<file path="src/rtl/fetch_branch_sequencer_pkg.sv">
// rtl/fetch_branch_sequencer_pkg.sv - shared opcodes, field slices and enums for the fetch/branch sequencer
package fetch_pkg;

    localparam int INSTR_W = 16;
    localparam int OFF_W   = 9;

    localparam logic [3:0] OP_BR   = 4'hC;
    localparam logic [3:0] OP_JMP  = 4'hD;
    localparam logic [3:0] OP_CALL = 4'hE;
    localparam logic [3:0] OP_RET  = 4'hF;

    localparam int OPC_HI  = 15;
    localparam int OPC_LO  = 12;
    localparam int COND_HI = 11;
    localparam int COND_LO = 9;
    localparam int OFF_HI  = 8;
    localparam int OFF_LO  = 0;

    typedef enum logic [2:0] {
        COND_AL = 3'd0,
        COND_Z  = 3'd1,
        COND_NZ = 3'd2,
        COND_N  = 3'd3,
        COND_NN = 3'd4,
        COND_C  = 3'd5,
        COND_NC = 3'd6,
        COND_NV = 3'd7
    } cond_t;

    typedef enum logic [1:0] {
        FETCH = 2'd0,
        EXEC  = 2'd1,
        FAULT = 2'd2
    } state_t;

    // Flags arrive packed as {C,N,Z}.
    function automatic logic cond_met(input cond_t c, input logic [2:0] flags);
        logic fz, fn, fc;
        {fc, fn, fz} = flags;
        case (c)
            COND_AL: return 1'b1;
            COND_Z:  return fz;
            COND_NZ: return !fz;
            COND_N:  return fn;
            COND_NN: return !fn;
            COND_C:  return fc;
            COND_NC: return !fc;
            default: return 1'b0;
        endcase
    endfunction

endpackage

</file>
<file path="src/rtl/fetch_branch_sequencer_if.sv">
// rtl/fetch_branch_sequencer_if.sv - instruction memory req/valid fetch channel
interface fetch_branch_sequencer_if #(
    parameter int ADDR_W = 16
);
    logic              InstrReq;
    logic [ADDR_W-1:0] InstrAddr;
    logic              InstrValid;
    logic [15:0]       InstrData;

    modport master (output InstrReq, output InstrAddr, input InstrValid, input InstrData);
    modport slave  (input InstrReq, input InstrAddr, output InstrValid, output InstrData);
endinterface

</file>
<file path="src/rtl/fetch_branch_sequencer_return_address_stack.sv">
// rtl/fetch_branch_sequencer_return_address_stack.sv - LIFO of return addresses for CALL/RET
module return_address_stack #(
    parameter int STACK_DEPTH = 8,
    parameter int ADDR_W      = 16
) (
    input  logic                         Clock,
    input  logic                         Reset,
    input  logic                         Push,
    input  logic                         Pop,
    input  logic [ADDR_W-1:0]            PushData,
    output logic [ADDR_W-1:0]            PopData,
    output logic                         Full,
    output logic                         Empty,
    output logic [$clog2(STACK_DEPTH):0] Level
);
    localparam int PTR_W = $clog2(STACK_DEPTH);

    logic [ADDR_W-1:0] mem_q [STACK_DEPTH];
    logic [PTR_W:0]    ptr_q, ptr_d;
    logic [PTR_W-1:0]  top_idx;

    assign top_idx = PTR_W'(ptr_q - 1'b1);
    assign Full    = (ptr_q == (PTR_W + 1)'(STACK_DEPTH));
    assign Empty   = (ptr_q == '0);
    assign Level   = ptr_q;
    assign PopData = mem_q[top_idx];

    always_comb begin
        ptr_d = ptr_q;
        if (Push && !Full) begin
            ptr_d = ptr_q + 1'b1;
        end else if (Pop && !Empty) begin
            ptr_d = ptr_q - 1'b1;
        end
    end

    always_ff @(posedge Clock) begin
        if (Reset) begin
            ptr_q <= '0;
        end else begin
            ptr_q <= ptr_d;
        end
    end

    // Storage is deliberately left uncleared by reset; only the pointer matters.
    always_ff @(posedge Clock) begin
        if (!Reset && Push && !Full) begin
            mem_q[ptr_q[PTR_W-1:0]] <= PushData;
        end
    end

endmodule

</file>
<file path="src/rtl/fetch_branch_sequencer.sv">
// rtl/fetch_branch_sequencer.sv - fetches instruction words, resolves control flow and steers the PC
module fetch_branch_sequencer #(
    parameter int STACK_DEPTH = 8,
    parameter int ADDR_W      = 16
) (
    input  logic                         Clock,
    input  logic                         Reset,
    input  logic [ADDR_W-1:0]            PcValue,
    output logic [ADDR_W-1:0]            LoadValue,
    output logic                         LoadEnable,
    output logic [8:0]                   Offset,
    output logic                         OffsetEnable,
    fetch_branch_sequencer_if.master     imem,
    input  logic [2:0]                   Flags,
    input  logic [ADDR_W-1:0]            JumpTarget,
    output logic                         IssueValid,
    output logic [15:0]                  IssueInstr,
    output logic [$clog2(STACK_DEPTH):0] StackLevel,
    output logic                         Fault
);
    import fetch_pkg::*;

    state_t             state_q, state_d;
    logic [INSTR_W-1:0] ir_q, ir_d;

    logic               push, pop, stk_full, stk_empty;
    logic [ADDR_W-1:0]  push_data, pop_data;
    logic               instr_req;
    logic [ADDR_W-1:0]  instr_addr;

    logic [3:0]         opcode;
    cond_t              cond;
    logic [OFF_W-1:0]   off;

    assign opcode    = ir_q[OPC_HI:OPC_LO];
    assign cond      = cond_t'(ir_q[COND_HI:COND_LO]);
    assign off       = ir_q[OFF_HI:OFF_LO];
    assign push_data = PcValue + ADDR_W'(1);

    assign imem.InstrReq  = instr_req;
    assign imem.InstrAddr = instr_addr;

    return_address_stack #(
        .STACK_DEPTH (STACK_DEPTH),
        .ADDR_W      (ADDR_W)
    ) u_ras (
        .Clock    (Clock),
        .Reset    (Reset),
        .Push     (push),
        .Pop      (pop),
        .PushData (push_data),
        .PopData  (pop_data),
        .Full     (stk_full),
        .Empty    (stk_empty),
        .Level    (StackLevel)
    );

    always_ff @(posedge Clock) begin
        if (Reset) begin
            state_q <= FETCH;
            ir_q    <= '0;
        end else begin
            state_q <= state_d;
            ir_q    <= ir_d;
        end
    end

    // The PC free-runs, so "hold" means reloading it with its own value.
    always_comb begin
        state_d      = state_q;
        ir_d         = ir_q;
        instr_req    = 1'b0;
        instr_addr   = '0;
        LoadEnable   = 1'b0;
        LoadValue    = '0;
        OffsetEnable = 1'b0;
        Offset       = '0;
        IssueValid   = 1'b0;
        IssueInstr   = '0;
        Fault        = 1'b0;
        push         = 1'b0;
        pop          = 1'b0;

        case (state_q)
            FETCH: begin
                instr_req  = 1'b1;
                instr_addr = PcValue;
                LoadEnable = 1'b1;
                LoadValue  = PcValue;
                if (imem.InstrValid) begin
                    ir_d    = imem.InstrData;
                    state_d = EXEC;
                end
            end
            EXEC: begin
                state_d = FETCH;
                case (opcode)
                    OP_BR: begin
                        if (cond_met(cond, Flags)) begin
                            OffsetEnable = 1'b1;
                            Offset       = off;
                        end
                    end
                    OP_JMP: begin
                        LoadEnable = 1'b1;
                        LoadValue  = JumpTarget;
                    end
                    OP_CALL: begin
                        if (!stk_full) begin
                            push         = 1'b1;
                            OffsetEnable = 1'b1;
                            Offset       = off;
                        end else begin
                            LoadEnable = 1'b1;
                            LoadValue  = PcValue;
                            state_d    = FAULT;
                        end
                    end
                    OP_RET: begin
                        if (!stk_empty) begin
                            pop        = 1'b1;
                            LoadEnable = 1'b1;
                            LoadValue  = pop_data;
                        end else begin
                            LoadEnable = 1'b1;
                            LoadValue  = PcValue;
                            state_d    = FAULT;
                        end
                    end
                    default: begin
                        IssueValid = 1'b1;
                        IssueInstr = ir_q;
                    end
                endcase
            end
            FAULT: begin
                Fault      = 1'b1;
                LoadEnable = 1'b1;
                LoadValue  = PcValue;
            end
            default: state_d = FETCH;
        endcase

        if (Reset) begin
            state_d      = FETCH;
            ir_d         = '0;
            instr_req    = 1'b0;
            instr_addr   = '0;
            LoadEnable   = 1'b0;
            LoadValue    = '0;
            OffsetEnable = 1'b0;
            Offset       = '0;
            IssueValid   = 1'b0;
            IssueInstr   = '0;
            Fault        = 1'b0;
            push         = 1'b0;
            pop          = 1'b0;
        end
    end

endmodule

</file>
<file path="src/flat_wrapper.sv">
// flat-port wrapper written by rule: the top's interface ports become plain ports
module fetch_branch_sequencer_flat import fetch_pkg::*;
#(
    parameter int STACK_DEPTH = 8,
    parameter int ADDR_W      = 16
)
  (Clock, Reset, PcValue, LoadValue, LoadEnable, Offset, OffsetEnable, Flags, JumpTarget, IssueValid, IssueInstr, StackLevel, Fault, imem_InstrReq, imem_InstrAddr, imem_InstrValid, imem_InstrData);
  fetch_branch_sequencer_if #(.ADDR_W(ADDR_W)) imem_i ();
  input  logic Clock;
  input  logic Reset;
  input  logic [ADDR_W-1:0] PcValue;
  output logic [ADDR_W-1:0] LoadValue;
  output logic LoadEnable;
  output logic [8:0] Offset;
  output logic OffsetEnable;
  input  logic [2:0] Flags;
  input  logic [ADDR_W-1:0] JumpTarget;
  output logic IssueValid;
  output logic [15:0] IssueInstr;
  output logic [$clog2(STACK_DEPTH):0] StackLevel;
  output logic Fault;
  output wire logic [$bits(imem_i.InstrReq)-1:0] imem_InstrReq;
  output wire logic [$bits(imem_i.InstrAddr)-1:0] imem_InstrAddr;
  input wire logic [$bits(imem_i.InstrValid)-1:0] imem_InstrValid;
  input wire logic [$bits(imem_i.InstrData)-1:0] imem_InstrData;
  assign imem_InstrReq = imem_i.InstrReq;
  assign imem_InstrAddr = imem_i.InstrAddr;
  assign imem_i.InstrValid = imem_InstrValid;
  assign imem_i.InstrData = imem_InstrData;
  fetch_branch_sequencer #(.STACK_DEPTH(STACK_DEPTH), .ADDR_W(ADDR_W)) u_core (.Clock(Clock), .Reset(Reset), .PcValue(PcValue), .LoadValue(LoadValue), .LoadEnable(LoadEnable), .Offset(Offset), .OffsetEnable(OffsetEnable), .imem(imem_i), .Flags(Flags), .JumpTarget(JumpTarget), .IssueValid(IssueValid), .IssueInstr(IssueInstr), .StackLevel(StackLevel), .Fault(Fault));
endmodule
</file>
<file path="config.mk">
export PLATFORM = sky130hd
export DESIGN_NAME = fetch_branch_sequencer_flat
export DESIGN_NICKNAME = d
export VERILOG_FILES = /design/src/rtl/fetch_branch_sequencer_pkg.sv /design/src/rtl/fetch_branch_sequencer_if.sv /design/src/rtl/fetch_branch_sequencer_return_address_stack.sv /design/src/rtl/fetch_branch_sequencer.sv /design/src/flat_wrapper.sv
export SDC_FILE = /design/constraint.sdc
export NUM_CORES = 1
export LEC_CHECK = 0
export CAP_MARGIN = 40
export CORE_UTILIZATION = 25
export CTS_CLUSTER_SIZE = 25
export DETAILED_ROUTE_END_ITERATION = 7
export SLEW_MARGIN = 20
export SYNTH_ARGS = -nofsm -noshare
export SYNTH_HDL_FRONTEND = slang
export SYNTH_SLANG_ARGS = --single-unit
export TNS_END_PERCENT = 5
</file>
<file path="constraint.sdc">
create_clock -name Clock -period 5.6 [get_ports Clock]
set_clock_uncertainty 0.15 [all_clocks]
set_input_delay 1.12 -clock Clock [delete_from_list [all_inputs] [get_ports Clock]]
set_output_delay 1.12 -clock Clock [all_outputs]
set_load 0.02 [all_outputs]
</file>
==> flow_metrics.env, run 1 <==
export IMPL_layout_drive_gt1_share_pct=17.4
export IMPL_cp_data_required_time_ns=4.33
export IMPL_min_period_ns=5.08
export IMPL_grt_overflow_total=0
export IMPL_synth_largest_area_cell="edfxtp_1"
export IMPL_yosysSeqAreaShare_pct=62.7
export IMPL_fillerInstances=2613
export IMPL_drc_violations_left=0
export IMPL_most_frequently_used_cell_type_in_the_post_synthesis_netlist="edfxtp_1"
export IMPL_post_cts_buffers=0
export IMPL_clkTransAtPathRegs_ns=0.06
export IMPL_hold_viol=0
export IMPL_synth_fp_nets=542
export IMPL_global_route_wire_length_before_repair_um=26900
export IMPL_critical_path_top_delay_cell="or4b_4"
export IMPL_synth_area_mm2=0.00684
export IMPL_synth_cells=485
export IMPL_worstPathCellList="clkdlybuf4s50_1 -> or3b_1 -> or4b_4 -> o22ai_1 -> a221o_1 -> clkdlybuf4s50_1"
export IMPL_ys_dominant_reg_cell="edfxtp_1"
export IMPL_nNetsFinal=671
export IMPL_routed_wirelength_um=17700
export IMPL_clockBufferDepth=2
export IMPL_instances_no_fill=968
export IMPL_grt_antenna_before_repair=0
export IMPL_setup_tns_ns=0
export IMPL_synth_cell_type_count=45
export IMPL_initialDrtViolationCount=321
export IMPL_first_pass_iters=4
export IMPL_asyncSetResetFlopFracSynth_pct=0
export IMPL_ioPinCount=120
export IMPL_synth_edf_count=128
export IMPL_postSynthRegisterBits=150
export IMPL_chipWidth_um=167
export IMPL_global_route_usage_total_pct=12.9
export IMPL_worstMarginPinSlew_ns=0.789
export IMPL_critical_path_source_type="primary input"
export IMPL_gpl_final_weighted_congestion=0.790
export IMPL_cts_root_buffer="clkbuf_16"
export IMPL_drv_max_cap_violation_count=0
export IMPL_whs_ns=0.315
export IMPL_vdd_ir_drop_worst_uv=176
export IMPL_layout_area_overhead_vs_synth_pct=33.9
export IMPL_yosysTopAreaCellShare_pct=56.2
export IMPL_cts_buffers_inserted=17
export IMPL_die_h_um=167
export IMPL_vias_per_instance=4.68
export IMPL_status="finished clean"
export IMPL_std_cell_rows=60
export IMPL_slew_limit_headroom_pct=47.1
export IMPL_route_vias_total=4527
export IMPL_power_per_cell_area_mw_per_mm2=277
export IMPL_synthTopCellsByArea="edfxtp_1 56%, mux4_2 11%, dfxtp_1 6.4%"
export IMPL_post_place_cells=935
export IMPL_critical_path_max_fanout=16
export IMPL_synth_avg_cell_area_um2=14.1
export IMPL_insertion_delay_ns=0.42
export IMPL_clock_h_tree_levels=4
export IMPL_yosysWarningCount=0
export IMPL_tritoncts="built"
export IMPL_cts_resized=0
export IMPL_fp_dieArea_mm2=0.0280
export IMPL_tritoncts_num_sinks=150
export IMPL_place_hpwl_um=11700
export IMPL_fin_crit_sh_pct=90.7
export IMPL_postCtsHoldBufs=0
export IMPL_rsz0062_at_grt="false"
export IMPL_netlist_top_cells_count="128 x edfxtp_1, 43 x nand2_1, 34 x inv_1"
export IMPL_hold_path_class="reg -> reg"
export IMPL_area_sequential_mm2=0.00429
export IMPL_worst_endpoint_arrival_ns=3.81
export IMPL_antenna_diode_count=0
export IMPL_static_leakage_nw=3.06
export IMPL_drt_wirelength_per_cell_um=18.3
export IMPL_numPortBuffers=119
export IMPL_grt_start_max_net_pins=43
export IMPL_peak_clock_frequency_supported_by_timing_mhz=197
export IMPL_critical_path_max_stage_delay_ns=0.77
export IMPL_maxSlewViolCount=0
export IMPL_finalSetupViolCount=0
export IMPL_antenna_left=0
export IMPL_multiInputGateArea_mm2=0.00232
export IMPL_first_global_vias=4457
export IMPL_crit_path_end_kind="output pin"
export IMPL_initial_utilization_pct=25.4
export IMPL_crit_path_frequent_cell="clkdlybuf4s50_1"
export IMPL_worstSetupPathType="in -> out"
export IMPL_core_area_mm2=0.0269
-- through the flow --
step	setup slack (ns)	total power (W)	utilization, %	area, um2
after floorplan	1.23	0.00133	-	6840
after global placement	0.535	0.00143	31.7	8530
after detailed placement	0.549	0.00143	31.8	8540
after CTS	0.529	0.00255	34.0	9130
after global routing	0.443	0.00261	34.1	9150
final	0.520	0.00253	34.1	9150
-- flip-flops by register name, indices dropped and copies added, names as in the netlist --
| name | flops |
|---|---|
| u_core.u_ras.mem_q | 128 |
| u_core.ir_q | 16 |
| u_core.u_ras.Level | 4 |
| u_core.state_q | 2 |
-- metal layers --
| metal | track usage, % | wire length [um] | vias to the layer above |
|---|---|---|---|
| met5 | 0 | 0 | - |
| met4 | 4.47 | 216 | 0 |
| met3 | 2.08 | 435 | 12 |
| met2 | 23.0 | 9600 | 75 |
| met1 | 15.9 | 7440 | 2320 |
| li1 | - | - | 2120 |
-- cell families (layout without fill, tap and decap cells) --
logic type / after synthesis / count (layout) / share of synthesized area, %
multiplexers: 33 / 33 / 10.7
AO/OA/AOI/OAI: 66 / 66 / 7.78
XOR/XNOR: 16 / 16 / 2.05
buffers and inverters: 71 / 213 / 4.23
AND/OR/NAND/NOR: 146 / 146 / 12.0
adder cells (fa/ha/maj): 3 / 3 / 0.549
flip-flops: 150 / 150 / 62.7
-- power by group --
| group | total [W] | switching, W | leakage [nW] | internal, W |
|---|---|---|---|---|
| clock | 0.00113 | 0.000494 | 0.278 | 0.000633 |
| sequential | 0.00123 | 0.00000904 | 1.33 | 0.00122 |
| combinational | 0.000175 | 0.0000901 | 1.45 | 0.0000850 |
-- placed cells by master (no fill, tap or decap), types with 6 or more instances in the layout --
master             n
xnor2_1           11
a21oi_1           20
inv_1             34
buf_4             20
clkinv_1           6
and3_1            20
dfxtp_1           21
a221o_1           17
nor2_1             9
clkbuf_16         17
nand3_1            8
edfxtp_1         128
o22ai_1            7
clkdlybuf4s50_1  119
mux4_2            32
o22ai_2           10
nor3b_1           10
nand2_1           43
and2_1            20
-- worst max-delay path: cells and delay by family --
family / cells / cell delay [ns]
and+or+nand+nor: 2 / 1.26
buffers and inverters: 2 / 1.04
AOI/OAI and AO/OA: 2 / 0.38
-- path summary, 6_finish.rpt --
kind | slack (ns) | from | end | cells past startpoint
min | 0.32 | u_core.ir_q[2]$_SDFFE_PP0P_ | u_core.ir_q[2]$_SDFFE_PP0P_ | 2
max | 0.52 | Reset | LoadValue[3] | 6
min reg2reg | 0.32 | u_core.ir_q[2]$_SDFFE_PP0P_ | u_core.ir_q[2]$_SDFFE_PP0P_ | 2
max reg2reg | 1.97 | u_core.u_ras.Level[1]$_SDFFE_PP0P_ | u_core.u_ras.mem_q[3][10]$_DFFE_PP_ | 7
-- final cells by class --
class / count / area share, %
clock buffer: 18 / 4.69
clock inverter: 14 / 1.67
inverter: 40 / 1.64
multi-input combinational: 264 / 25.4
sequential: 150 / 46.8
tap: 341 / 4.66
timing repair buffer: 141 / 15.1
(Power assumes the default switching activity.)
==> run 2: changes to the inputs <==
CTS_CLUSTER_SIZE = unset   (was 25)
RECOVER_POWER = 25   (was unset)
==> flow_metrics.env, run 2 (synthesis results as in run 1) <==
export IMPL_fp_dieArea_mm2=0.0280
export IMPL_place_hpwl_um=11700
export IMPL_grt_overflow_total=0
export IMPL_global_route_usage_total_pct=12.9
export IMPL_mostFrequentLayoutCell="edfxtp_1"
export IMPL_layout_area_overhead_vs_synth_pct=33.8
export IMPL_first_pass_iters=4
export IMPL_hold_path_class="reg -> reg"
export IMPL_drt_wirelength_per_cell_um=18.3
export IMPL_antenna_diode_count=0
export IMPL_cts_buffers_inserted=17
export IMPL_clock_h_tree_levels=4
export IMPL_clkTransAtPathRegs_ns=0.06
export IMPL_chipWidth_um=167
export IMPL_cts_resized=0
export IMPL_hold_viol=0
export IMPL_power_per_cell_area_mw_per_mm2=277
export IMPL_setup_tns_ns=0
export IMPL_post_cts_buffers=0
export IMPL_grt_antenna_before_repair=0
export IMPL_finalSetupViolCount=0
export IMPL_setup_ws_ns=0.401
export IMPL_largest_register_ffs=128
export IMPL_numPortBuffers=119
export IMPL_std_cell_rows=60
export IMPL_worstSetupPathType="in -> out"
export IMPL_drc_violations_left=0
export IMPL_pre_cts_slack_ns=0.549
export IMPL_die_h_um=167
export IMPL_cp_data_required_time_ns=4.33
export IMPL_clockBufferDepth=2
export IMPL_worst_endpoint_arrival_ns=3.93
export IMPL_crit_path_end_kind="output pin"
export IMPL_drv_max_cap_violation_count=0
export IMPL_antenna_left=0
export IMPL_insertion_delay_ns=0.42
export IMPL_vias_per_instance=4.65
export IMPL_min_period_ns=5.20
export IMPL_critical_path_source_type="primary input"
export IMPL_first_global_vias=4457
export IMPL_tritoncts_num_sinks=150
export IMPL_postCtsHoldBufs=0
export IMPL_peak_clock_frequency_supported_by_timing_mhz=192
export IMPL_gpl_final_weighted_congestion=0.790
export IMPL_routed_wirelength_um=17700
export IMPL_critical_path_max_fanout=16
export IMPL_global_route_wire_length_before_repair_um=26900
export IMPL_rsz0062_at_grt="false"
export IMPL_route_vias_total=4498
export IMPL_status="finished clean"
export IMPL_initial_utilization_pct=25.4
export IMPL_static_leakage_nw=3.05
export IMPL_vdd_ir_drop_worst_uv=177
export IMPL_core_area_mm2=0.0269
export IMPL_tritoncts="built"
export IMPL_layout_drive_gt1_share_pct=17.1
export IMPL_slew_limit_headroom_pct=42.4
export IMPL_grt_start_max_net_pins=43
export IMPL_nNetsFinal=671
export IMPL_fin_crit_sh_pct=92.8
export IMPL_initialDrtViolationCount=348
export IMPL_worstMarginPinSlew_ns=0.864
export IMPL_maxSlewViolCount=0
export IMPL_ioPinCount=120
export IMPL_final_cell_mix="128 x edfxtp_1, 115 x clkdlybuf4s50_1, 43 x nand2_1, 34 x inv_1, 32 x mux4_2"
export IMPL_cts_root_buffer="clkbuf_16"
==> run 2: critical path: stages <==
cell	delay, ns
dlygate4sd3_1	0.55
or3b_1	0.49
or4b_4	0.77
o22ai_1	0.18
a221o_1	0.19
clkdlybuf4s50_1	0.62
==> run 2: cell type report <==
cell class | count | area [um2]
Inverter | 40 | 150
Multi-Input combinational cell | 264 | 2320
Sequential cell | 150 | 4290
Fill cell | 2616 | 17700
Tap cell | 341 | 427
Clock inverter | 14 | 153
Timing Repair Buffer | 141 | 1380
Clock buffer | 18 | 429
==> run 2: power by group <==
part	switching [W]	total (W)	internal, W	leakage [nW]
clock network	0.000492	0.00113	0.000633	0.278
registers	0.00000891	0.00123	0.00122	1.33
logic	0.0000895	0.000174	0.0000841	1.45
==> run 2: layer usage <==
metal  vias up  wire [um]  track usage [%]
met5         -          0                0
met4         0        176             4.47
met3        12        855             2.08
met2        98       9530             23.0
met1      2272       7140             15.9
li1       2116          -                -
==> run 2: path summary, 6_finish.rpt <==
| check | startpoint | endpoint | slack (ns) | cells past startpoint |
|---|---|---|---|---|
| worst max-delay path | Reset | LoadValue[3] | 0.40 | 6 |
| worst min-delay path | u_core.ir_q[2]$_SDFFE_PP0P_ | u_core.ir_q[2]$_SDFFE_PP0P_ | 0.31 | 2 |
| worst max register to register | u_core.u_ras.Level[1]$_SDFFE_PP0P_ | u_core.u_ras.mem_q[3][10]$_DFFE_PP_ | 2.04 | 7 |
| worst min register to register | u_core.ir_q[2]$_SDFFE_PP0P_ | u_core.ir_q[2]$_SDFFE_PP0P_ | 0.31 | 2 |
==> run 2: metrics by stage <==
stage	utilization, %	cell area (um2)	power (W)	std cells	hold slack (ns)
floorplan	-	6840	0.00133	485	0.290
global placement	31.7	8530	0.00143	934	0.301
detailed placement	31.8	8540	0.00143	935	0.307
CTS	34.0	9130	0.00255	967	0.316
global route	34.0	9140	0.00261	968	0.341
finish	34.0	9140	0.00253	968	0.315
==> run 3: changes to the inputs <==
CELL_PAD_IN_SITES_DETAIL_PLACEMENT = 1   (was unset)
CELL_PAD_IN_SITES_GLOBAL_PLACEMENT = 2   (was unset)
PLACE_DENSITY_LB_ADDON = 0.1   (was unset)
==> flow_metrics.env, run 3 (synthesis results as in run 1) <==
export IMPL_rsz0062_at_grt="false"
export IMPL_drt_wirelength_per_cell_um=21.0
export IMPL_worst_endpoint_arrival_ns=3.96
export IMPL_tritoncts_num_sinks=150
export IMPL_fin_crit_sh_pct=93.4
export IMPL_maxSlewViolCount=0
export IMPL_first_global_vias=4988
export IMPL_vias_per_instance=4.74
export IMPL_crit_path_end_kind="output pin"
export IMPL_status="finished clean"
export IMPL_power_per_cell_area_mw_per_mm2=272
export IMPL_hold_viol=0
export IMPL_r2r_worst_path_cells=7
export IMPL_cts_resized=0
export IMPL_insertion_delay_ns=0.42
export IMPL_chipWidth_um=167
export IMPL_vdd_ir_drop_worst_uv=174
export IMPL_die_h_um=167
export IMPL_layout_drive_gt1_share_pct=16.3
export IMPL_global_route_wire_length_before_repair_um=31000
export IMPL_setup_tns_ns=0
export IMPL_antenna_left=0
export IMPL_whs_ns=0.325
export IMPL_drv_max_cap_violation_count=0
export IMPL_largest_register_ffs=128
export IMPL_place_hpwl_um=13300
export IMPL_layout_core_utilization_pct=33.8
export IMPL_antenna_diode_count=0
export IMPL_hold_path_depth=2
export IMPL_slew_limit_headroom_pct=12.1
export IMPL_peak_clock_frequency_supported_by_timing_mhz=191
export IMPL_std_cell_rows=60
export IMPL_drc_violations_left=0
export IMPL_static_leakage_nw=3.02
export IMPL_grt_start_max_net_pins=33
export IMPL_worstSetupPathType="in -> out"
export IMPL_global_route_usage_total_pct=15.0
export IMPL_clkTransAtPathRegs_ns=0.06
export IMPL_finalSetupViolCount=0
export IMPL_worstMarginPinSlew_ns=1.32
export IMPL_gpl_final_weighted_congestion=0.716
export IMPL_first_pass_iters=4
export IMPL_tritoncts="built"
export IMPL_nNetsFinal=668
export IMPL_critical_path_source_type="primary input"
export IMPL_clockBufferDepth=2
export IMPL_min_period_ns=5.23
export IMPL_grt_overflow_total=0
export IMPL_ioPinCount=120
export IMPL_clock_h_tree_levels=4
export IMPL_routed_wirelength_um=20300
export IMPL_numPortBuffers=119
export IMPL_post_cts_buffers=0
export IMPL_grt_antenna_before_repair=0
export IMPL_initial_utilization_pct=25.4
export IMPL_route_vias_total=4575
export IMPL_cts_buffers_inserted=17
export IMPL_mostFrequentLayoutCell="edfxtp_1"
export IMPL_critical_path_max_fanout=16
export IMPL_layout_area_overhead_vs_synth_pct=33.1
export IMPL_cts_root_buffer="clkbuf_16"
export IMPL_postCtsHoldBufs=0
export IMPL_final_cell_mix="128 x edfxtp_1, 113 x clkdlybuf4s50_1, 43 x nand2_1, 34 x inv_1, 32 x mux4_2"
export IMPL_fp_dieArea_mm2=0.0280
export IMPL_initialDrtViolationCount=177
export IMPL_hold_path_class="reg -> reg"
export IMPL_core_area_mm2=0.0269
export IMPL_cp_data_required_time_ns=4.33
==> run 3: cell count changes in the layout (fill, tap and decap cells not counted), sizes merged, moves of 2 or more <==
cell           change
inv                -4
buf                -3
clkinv             +3
clkdlybuf4s50      -2
clkinvlp           +2
dlygate4sd3        +2
==> run 3: worst max-delay path, stage by stage <==
cell	delay, ns
dlygate4sd3_1	0.57
or3b_1	0.50
or4b_4	0.78
o22ai_1	0.23
a221o_1	0.15
clkdlybuf4s50_1	0.60
==> run 3: layout make-up <==
class	count	area [um2]
sequential	150	4290
clock inverter	14	114
clock buffer	18	429
fill	2824	17800
timing repair buffer	138	1380
inverter	40	150
tap	341	427
multi-input combinational	264	2320
==> run 3: where the power goes <==
group,internal [W],switching (W),leakage (nW)
clock,0.000576,0.000487,0.250
combinational,0.0000843,0.0000931,1.44
sequential,0.00122,0.00000933,1.33
total,0.00188,0.000589,3.02
==> run 3: final timing paths <==
check	startpoint	slack, ns	end
setup / recovery	Reset	0.37	LoadValue[1]
hold reg to reg	u_core.ir_q[5]$_SDFFE_PP0P_	0.32	u_core.ir_q[5]$_SDFFE_PP0P_
hold / removal	u_core.ir_q[5]$_SDFFE_PP0P_	0.32	u_core.ir_q[5]$_SDFFE_PP0P_
setup reg to reg	u_core.u_ras.Level[1]$_SDFFE_PP0P_	2.39	u_core.u_ras.mem_q[5][14]$_DFFE_PP_
==> run 3: through the flow <==
step,worst slack (ns),power [W],cell area (um2),std cells
after global placement,0.473,0.00143,8530,931
after detailed placement,0.453,0.00144,8560,933
after floorplan,1.23,0.00133,6840,485
after global routing,0.230,0.00256,9100,965
final,0.371,0.00247,9100,965
after CTS,0.450,0.00250,9100,965
==> run 3: routing by layer <==
layer	wire length (um)	vias to the layer above	GRT usage, %
met5	0	-	0
met4	223	0	4.19
met3	563	17	2.84
met2	10200	79	25.2
met1	9320	2370	19.8
li1	-	2109	-
